==> src/rtl/apb_master_if.sv <==
// APB bus between apb_master and one slave: master drives address/control/write data,
// slave returns read data and ready.
interface apb_master_if #(
  parameter int ADDR_W = 32,
  parameter int DATA_W = 32
) ();
  logic [ADDR_W-1:0] PADDR;
  logic [DATA_W-1:0] PWDATA;
  logic              PWRITE;
  logic              PSELx;
  logic              PENABLE;
  logic [DATA_W-1:0] PRDATA;
  logic              PREADY;

  modport master (
    output PADDR, PWDATA, PWRITE, PSELx, PENABLE,
    input  PRDATA, PREADY
  );

  modport slave (
    input  PADDR, PWDATA, PWRITE, PSELx, PENABLE,
    output PRDATA, PREADY
  );
endinterface

==> src/rtl/apb_master.sv <==
// Single-outstanding APB master: takes a valid/ready command, runs SETUP/ACCESS on the bus
// and returns a one-cycle response pulse, aborting with an error if the slave stalls too long.
module apb_master #(
  parameter int ADDR_W  = 32,
  parameter int DATA_W  = 32,
  parameter int TIMEOUT = 255
) (
  input  logic              PCLK,
  input  logic              reset,
  input  logic              req_valid,
  output logic              req_ready,
  input  logic [ADDR_W-1:0] req_addr,
  input  logic [DATA_W-1:0] req_wdata,
  input  logic              req_write,
  output logic              rsp_valid,
  output logic [DATA_W-1:0] rsp_rdata,
  output logic              rsp_error,
  apb_master_if.master      apb
);

  localparam int              CNT_W   = $clog2(TIMEOUT + 1);
  localparam logic [CNT_W-1:0] CNT_MAX = CNT_W'(TIMEOUT);

  typedef enum logic [1:0] {
    IDLE,
    SETUP,
    ACCESS
  } state_e;

  state_e            state_q, state_d;
  logic [ADDR_W-1:0] paddr_q, paddr_d;
  logic [DATA_W-1:0] pwdata_q, pwdata_d;
  logic              pwrite_q, pwrite_d;
  logic [CNT_W-1:0]  cnt_q, cnt_d;
  logic              rsp_valid_q, rsp_valid_d;
  logic [DATA_W-1:0] rsp_rdata_q, rsp_rdata_d;
  logic              rsp_error_q, rsp_error_d;

  assign req_ready   = (state_q == IDLE);
  assign apb.PSELx   = (state_q != IDLE);
  assign apb.PENABLE = (state_q == ACCESS);
  assign apb.PADDR   = paddr_q;
  assign apb.PWDATA  = pwdata_q;
  assign apb.PWRITE  = pwrite_q;
  assign rsp_valid   = rsp_valid_q;
  assign rsp_rdata   = rsp_rdata_q;
  assign rsp_error   = rsp_error_q;

  always_comb begin
    state_d     = state_q;
    paddr_d     = paddr_q;
    pwdata_d    = pwdata_q;
    pwrite_d    = pwrite_q;
    cnt_d       = cnt_q;
    rsp_valid_d = 1'b0;
    rsp_rdata_d = rsp_rdata_q;
    rsp_error_d = rsp_error_q;

    case (state_q)
      IDLE: begin
        if (req_valid) begin
          paddr_d  = req_addr;
          pwdata_d = req_wdata;
          pwrite_d = req_write;
          state_d  = SETUP;
        end
      end
      SETUP: begin
        cnt_d   = '0;
        state_d = ACCESS;
      end
      ACCESS: begin
        // A ready slave wins over the timeout on the same edge
        if (apb.PREADY) begin
          state_d     = IDLE;
          rsp_valid_d = 1'b1;
          rsp_error_d = 1'b0;
          rsp_rdata_d = pwrite_q ? '0 : apb.PRDATA;
        end else if (cnt_q == CNT_MAX) begin
          state_d     = IDLE;
          rsp_valid_d = 1'b1;
          rsp_error_d = 1'b1;
          rsp_rdata_d = '0;
        end else begin
          cnt_d = cnt_q + 1'b1;
        end
      end
      default: state_d = IDLE;
    endcase
  end

  always_ff @(posedge PCLK) begin
    if (reset) begin
      state_q     <= IDLE;
      paddr_q     <= '0;
      pwdata_q    <= '0;
      pwrite_q    <= 1'b0;
      cnt_q       <= '0;
      rsp_valid_q <= 1'b0;
      rsp_rdata_q <= '0;
      rsp_error_q <= 1'b0;
    end else begin
      state_q     <= state_d;
      paddr_q     <= paddr_d;
      pwdata_q    <= pwdata_d;
      pwrite_q    <= pwrite_d;
      cnt_q       <= cnt_d;
      rsp_valid_q <= rsp_valid_d;
      rsp_rdata_q <= rsp_rdata_d;
      rsp_error_q <= rsp_error_d;
    end
  end

endmodule
==> src/flat_wrapper.sv <==
// flat-port wrapper written by rule: the top's interface ports become plain ports
module apb_master_flat 
#(
  parameter int ADDR_W  = 32,
  parameter int DATA_W  = 32,
  parameter int TIMEOUT = 255
)
  (PCLK, reset, req_valid, req_ready, req_addr, req_wdata, req_write, rsp_valid, rsp_rdata, rsp_error, apb_PADDR, apb_PWDATA, apb_PWRITE, apb_PSELx, apb_PENABLE, apb_PRDATA, apb_PREADY);
  apb_master_if #(.ADDR_W(ADDR_W), .DATA_W(DATA_W)) apb_i ();
  input  logic PCLK;
  input  logic reset;
  input  logic req_valid;
  output logic req_ready;
  input  logic [ADDR_W-1:0] req_addr;
  input  logic [DATA_W-1:0] req_wdata;
  input  logic req_write;
  output logic rsp_valid;
  output logic [DATA_W-1:0] rsp_rdata;
  output logic rsp_error;
  output wire logic [$bits(apb_i.PADDR)-1:0] apb_PADDR;
  output wire logic [$bits(apb_i.PWDATA)-1:0] apb_PWDATA;
  output wire logic [$bits(apb_i.PWRITE)-1:0] apb_PWRITE;
  output wire logic [$bits(apb_i.PSELx)-1:0] apb_PSELx;
  output wire logic [$bits(apb_i.PENABLE)-1:0] apb_PENABLE;
  input wire logic [$bits(apb_i.PRDATA)-1:0] apb_PRDATA;
  input wire logic [$bits(apb_i.PREADY)-1:0] apb_PREADY;
  assign apb_PADDR = apb_i.PADDR;
  assign apb_PWDATA = apb_i.PWDATA;
  assign apb_PWRITE = apb_i.PWRITE;
  assign apb_PSELx = apb_i.PSELx;
  assign apb_PENABLE = apb_i.PENABLE;
  assign apb_i.PRDATA = apb_PRDATA;
  assign apb_i.PREADY = apb_PREADY;
  apb_master #(.ADDR_W(ADDR_W), .DATA_W(DATA_W), .TIMEOUT(TIMEOUT)) u_core (.PCLK(PCLK), .reset(reset), .req_valid(req_valid), .req_ready(req_ready), .req_addr(req_addr), .req_wdata(req_wdata), .req_write(req_write), .rsp_valid(rsp_valid), .rsp_rdata(rsp_rdata), .rsp_error(rsp_error), .apb(apb_i));
endmodule
==> config.mk <==
export PLATFORM = sky130hd
export DESIGN_NAME = apb_master_flat
export DESIGN_NICKNAME = d
export VERILOG_FILES = /design/src/rtl/apb_master_if.sv /design/src/rtl/apb_master.sv /design/src/flat_wrapper.sv
export SDC_FILE = /design/constraint.sdc
export NUM_CORES = 1
export LEC_CHECK = 0
export CAP_MARGIN = 10
export CORE_UTILIZATION = 28
export DETAILED_ROUTE_END_ITERATION = 16
export GPL_TIMING_DRIVEN = 0
export SLEW_MARGIN = 5
export SYNTH_ARGS = -nofsm -noshare
export SYNTH_HDL_FRONTEND = slang
export SYNTH_SLANG_ARGS = --single-unit
export TNS_END_PERCENT = 30
==> constraint.sdc <==
create_clock -name PCLK -period 4.5 [get_ports PCLK]
set_input_delay 1.35 -clock PCLK [delete_from_list [all_inputs] [get_ports PCLK]]
set_output_delay 1.35 -clock PCLK [all_outputs]
set_load 0.005 [all_outputs]
==> summary.txt, run 1 <==
Setup path
  – Slowest CP cell: clkdlybuf4s50_1
  – Startpoint types: flop
  – CP required: 3150 ps
  – CP endpoint kind: output pin
  – Setup Crit Path Kind: reg2out
  – Max stage delay on crit path: 570 ps
  – CP cell instances: nor2_1 -> clkdlybuf4s50_1
  – Crit path DAT: 1570 ps
  – Worst-path maximum fanout: 5

Global routing
  – GRT Residual Overflow: 0
  – Largest net degree at the start of global routing: 16
  – Antenna violations before repair: 0
  – Vias in the first global route: 3772
  – Gr usage total: 16.4%
  – First-pass GRT wire length: 18.5 mm

Timing
  – Final setup fails: 0
  – Crit share post-route: 65.0%
  – Shortest period the worst path allows: 2920 ps
  – Fmax: 342 MHz
  – Fin. Hold Viols: 0
  – Min Hold Slack: 453 ps
  – Clock skew: 5.79 ps
  – Slew Limit Fails: 0
  – Setup TNS: 0 ps
  – Unrepaired setup endpoints after global routing: false
  – Relative slew slack: 61.3%
  – Worst-margin pin slew: 575 ps

Placement
  – GPL Wtd Cong: 0.803
  – Cells after DPL: 803
  – Detailed Place HPWL: 8.73 mm
  – Port Buf Inserts: 201

CTS
  – CTS tree: built
  – H-Tree Depth: 3
  – Setup Buffers After CTS: 0
  – Max Buffers Root-to-Sink: 2
  – Clock-pin slew on the worst setup and hold paths: 70 ps
  – Resized cells post-CTS: 0
  – Clock Latency Late Sink: 340 ps
  – Cts bufs inserted: 9
  – Post-CTS Hold Buffers: 0
  – Root Driver: clkbuf_16
  – # clock sinks: 109

Finish
  – Layout Cells excl Fill: 817
  – Ant diodes: 0
  – Area grow syn2layout: 65.4%
  – Final net count: 740
  – Commonest non-fill, non-tap cell in the layout: clkdlybuf4s50_1
  – Final Util: 47.8%
  – Most frequent cells in the layout: clkdlybuf4s50_1 (201), nand2_1 (134), dfxtp_1 (109)
  – Share of layout cells above drive strength 1: 6.55%

Detailed routing
  – Drt pass-1 iters: 4
  – Via Count: 3772
  – Post-DRT Antenna Nets: 0
  – Vias per inst: 4.62
  – Initial DRC Count: 152
  – WL final: 11.5 mm
  – Residual DRC count: 0
  – WL/cell: 14.1 um

Synthesis
  – #FFs+latches synth: 109
  – Cell Area, Synth: 3850 um2
  – Synth unique cells: 43
  – YS warnings: 0
  – EDFF count, synth: 0
  – Synthesized area per cell: 9.03 um2
  – Syn nets: 528
  – Synth Flop Type: dfxtp_1
  – Synth async-reset ratio: 0%
  – Register area share after synthesis: 56.7%
  – Post-synthesis instance total: 426

Floorplan
  – DIE AREA: 14200 um2
  – Starting Density: 28.9%
  – Core Area: 13300 um2
  – Site row count: 42
  – I/O pin count: 203
  – Die width: 119 um
  – Die height: 119 um

Power and ir drop
  – Leakage: 2.36 nW
  – Tot Pwr: 0.00212 W
  – Peak VDD IR: 0.145 mV
  – PD cells: 333 nW/um2

Worst hold path
  – Hold Crit Class: reg2reg

Flow run
  – Max cap viols: 0

Outcome
  – Run status: completed
==> Yosys cell counts (2+ instances only) <==
cell type | n | area share (%)
dfxtp_1 | 109 | 57
nor2_1 | 3 | 0.29
a21oi_1 | 67 | 8.7
nor2b_1 | 2 | 0.33
or3_1 | 2 | 0.33
nor3_1 | 3 | 0.39
nand3_1 | 6 | 0.78
buf_2 | 18 | 2.3
buf_4 | 2 | 0.39
or3b_1 | 2 | 0.46
nand2_1 | 134 | 13
inv_1 | 3 | 0.29
a22o_1 | 32 | 7.3
o311ai_0 | 2 | 0.46
a31oi_1 | 4 | 0.65
clkbuf_1 | 10 | 0.98
==> through the flow <==
step           setup WS, ps  instance area, um2
2_1_floorplan          2240                3850
3_3_place_gp           1400                6080
3_5_place_dp           1340                6080
4_1_cts                1550                6360
5_1_grt                1500                6360
6_report               1580                6360
==> cells by family (layout without fill, tap and decap cells) <==
| logic type | Yosys count | count (layout) | synth area share [%] |
|---|---|---|---|
| simple gates | 164 | 164 | 18.6 |
| compound gates | 116 | 116 | 19.7 |
| flops | 109 | 109 | 56.7 |
| buf+inv | 35 | 250 | 4.39 |
| fa+ha+maj | 1 | 1 | 0.325 |
| mux | 1 | 1 | 0.260 |
==> power breakdown <==
group,switching [W],internal (W),total [W]
combinational,0.000126,0.000190,0.000316
clock,0.000327,0.000440,0.000767
sequential,0.0000239,0.00101,0.00103
==> per-layer routing <==
layer	GRT usage, %	share of wire (%)
met1	19.3	44
met2	27.8	47
met4	6.33	1.5
met5	0	0
met3	4.89	7.6
==> state kept, by name (all words and copies together), names as in the netlist <==
name,cells
u_core.apb.PADDR,32
u_core.apb.PWDATA,32
u_core.rsp_rdata,32
u_core.cnt_q,8
u_core.state_q,2
u_core.apb.PWRITE,1
u_core.rsp_error,1
u_core.rsp_valid,1
==> worst paths after layout <==
path | startpoint | slack [ps] | to | cells past startpoint
max | u_core.state_q[1] | 1580 | req_ready | 2
min reg2reg | u_core.apb.PWDATA[13] | 450 | u_core.apb.PWDATA[13] | 2
min | u_core.apb.PWDATA[13] | 450 | u_core.apb.PWDATA[13] | 2
max reg2reg | u_core.cnt_q[0] | 2710 | u_core.rsp_rdata[12] | 6
==> layout make-up <==
class                   count  area [um2]
plain buffers              31         154
clock buffers              12         246
clock inverters             2        35.0
fillers                  1256        6940
inverters                   4        15.0
multi-input cells         282        1500
flip-flops and latches    109        2180
well taps                 176         220
repair buffers            201        2010
==> worst max-delay path, delay by kind of cell (launching register included) <==
family	cells	cell delay (ps)
flops	1	370
simple gates	1	300
buf+inv	1	570
Power figures use the tool's default switching activity.
==> run 2: changes to the inputs <==
==> constraint.sdc (replaced) <==
create_clock -name PCLK -period 2.45 [get_ports PCLK]
set_input_delay 0.735 -clock PCLK [delete_from_list [all_inputs] [get_ports PCLK]]
set_output_delay 0.735 -clock PCLK [all_outputs]
set_load 0.005 [all_outputs]
==> results of run 2 <==
The final DEF is identical to that of run 1. Status: completed.
Among the figures that moved: setup slack after placement 1340 ps -> -97.3 ps; setup slack after layout 1580 ps -> 141 ps; register-to-register setup slack 2710 ps -> 660 ps; total power 0.00212 W -> 0.00389 W; worst IR drop on VDD 0.145 mV -> 0.266 mV
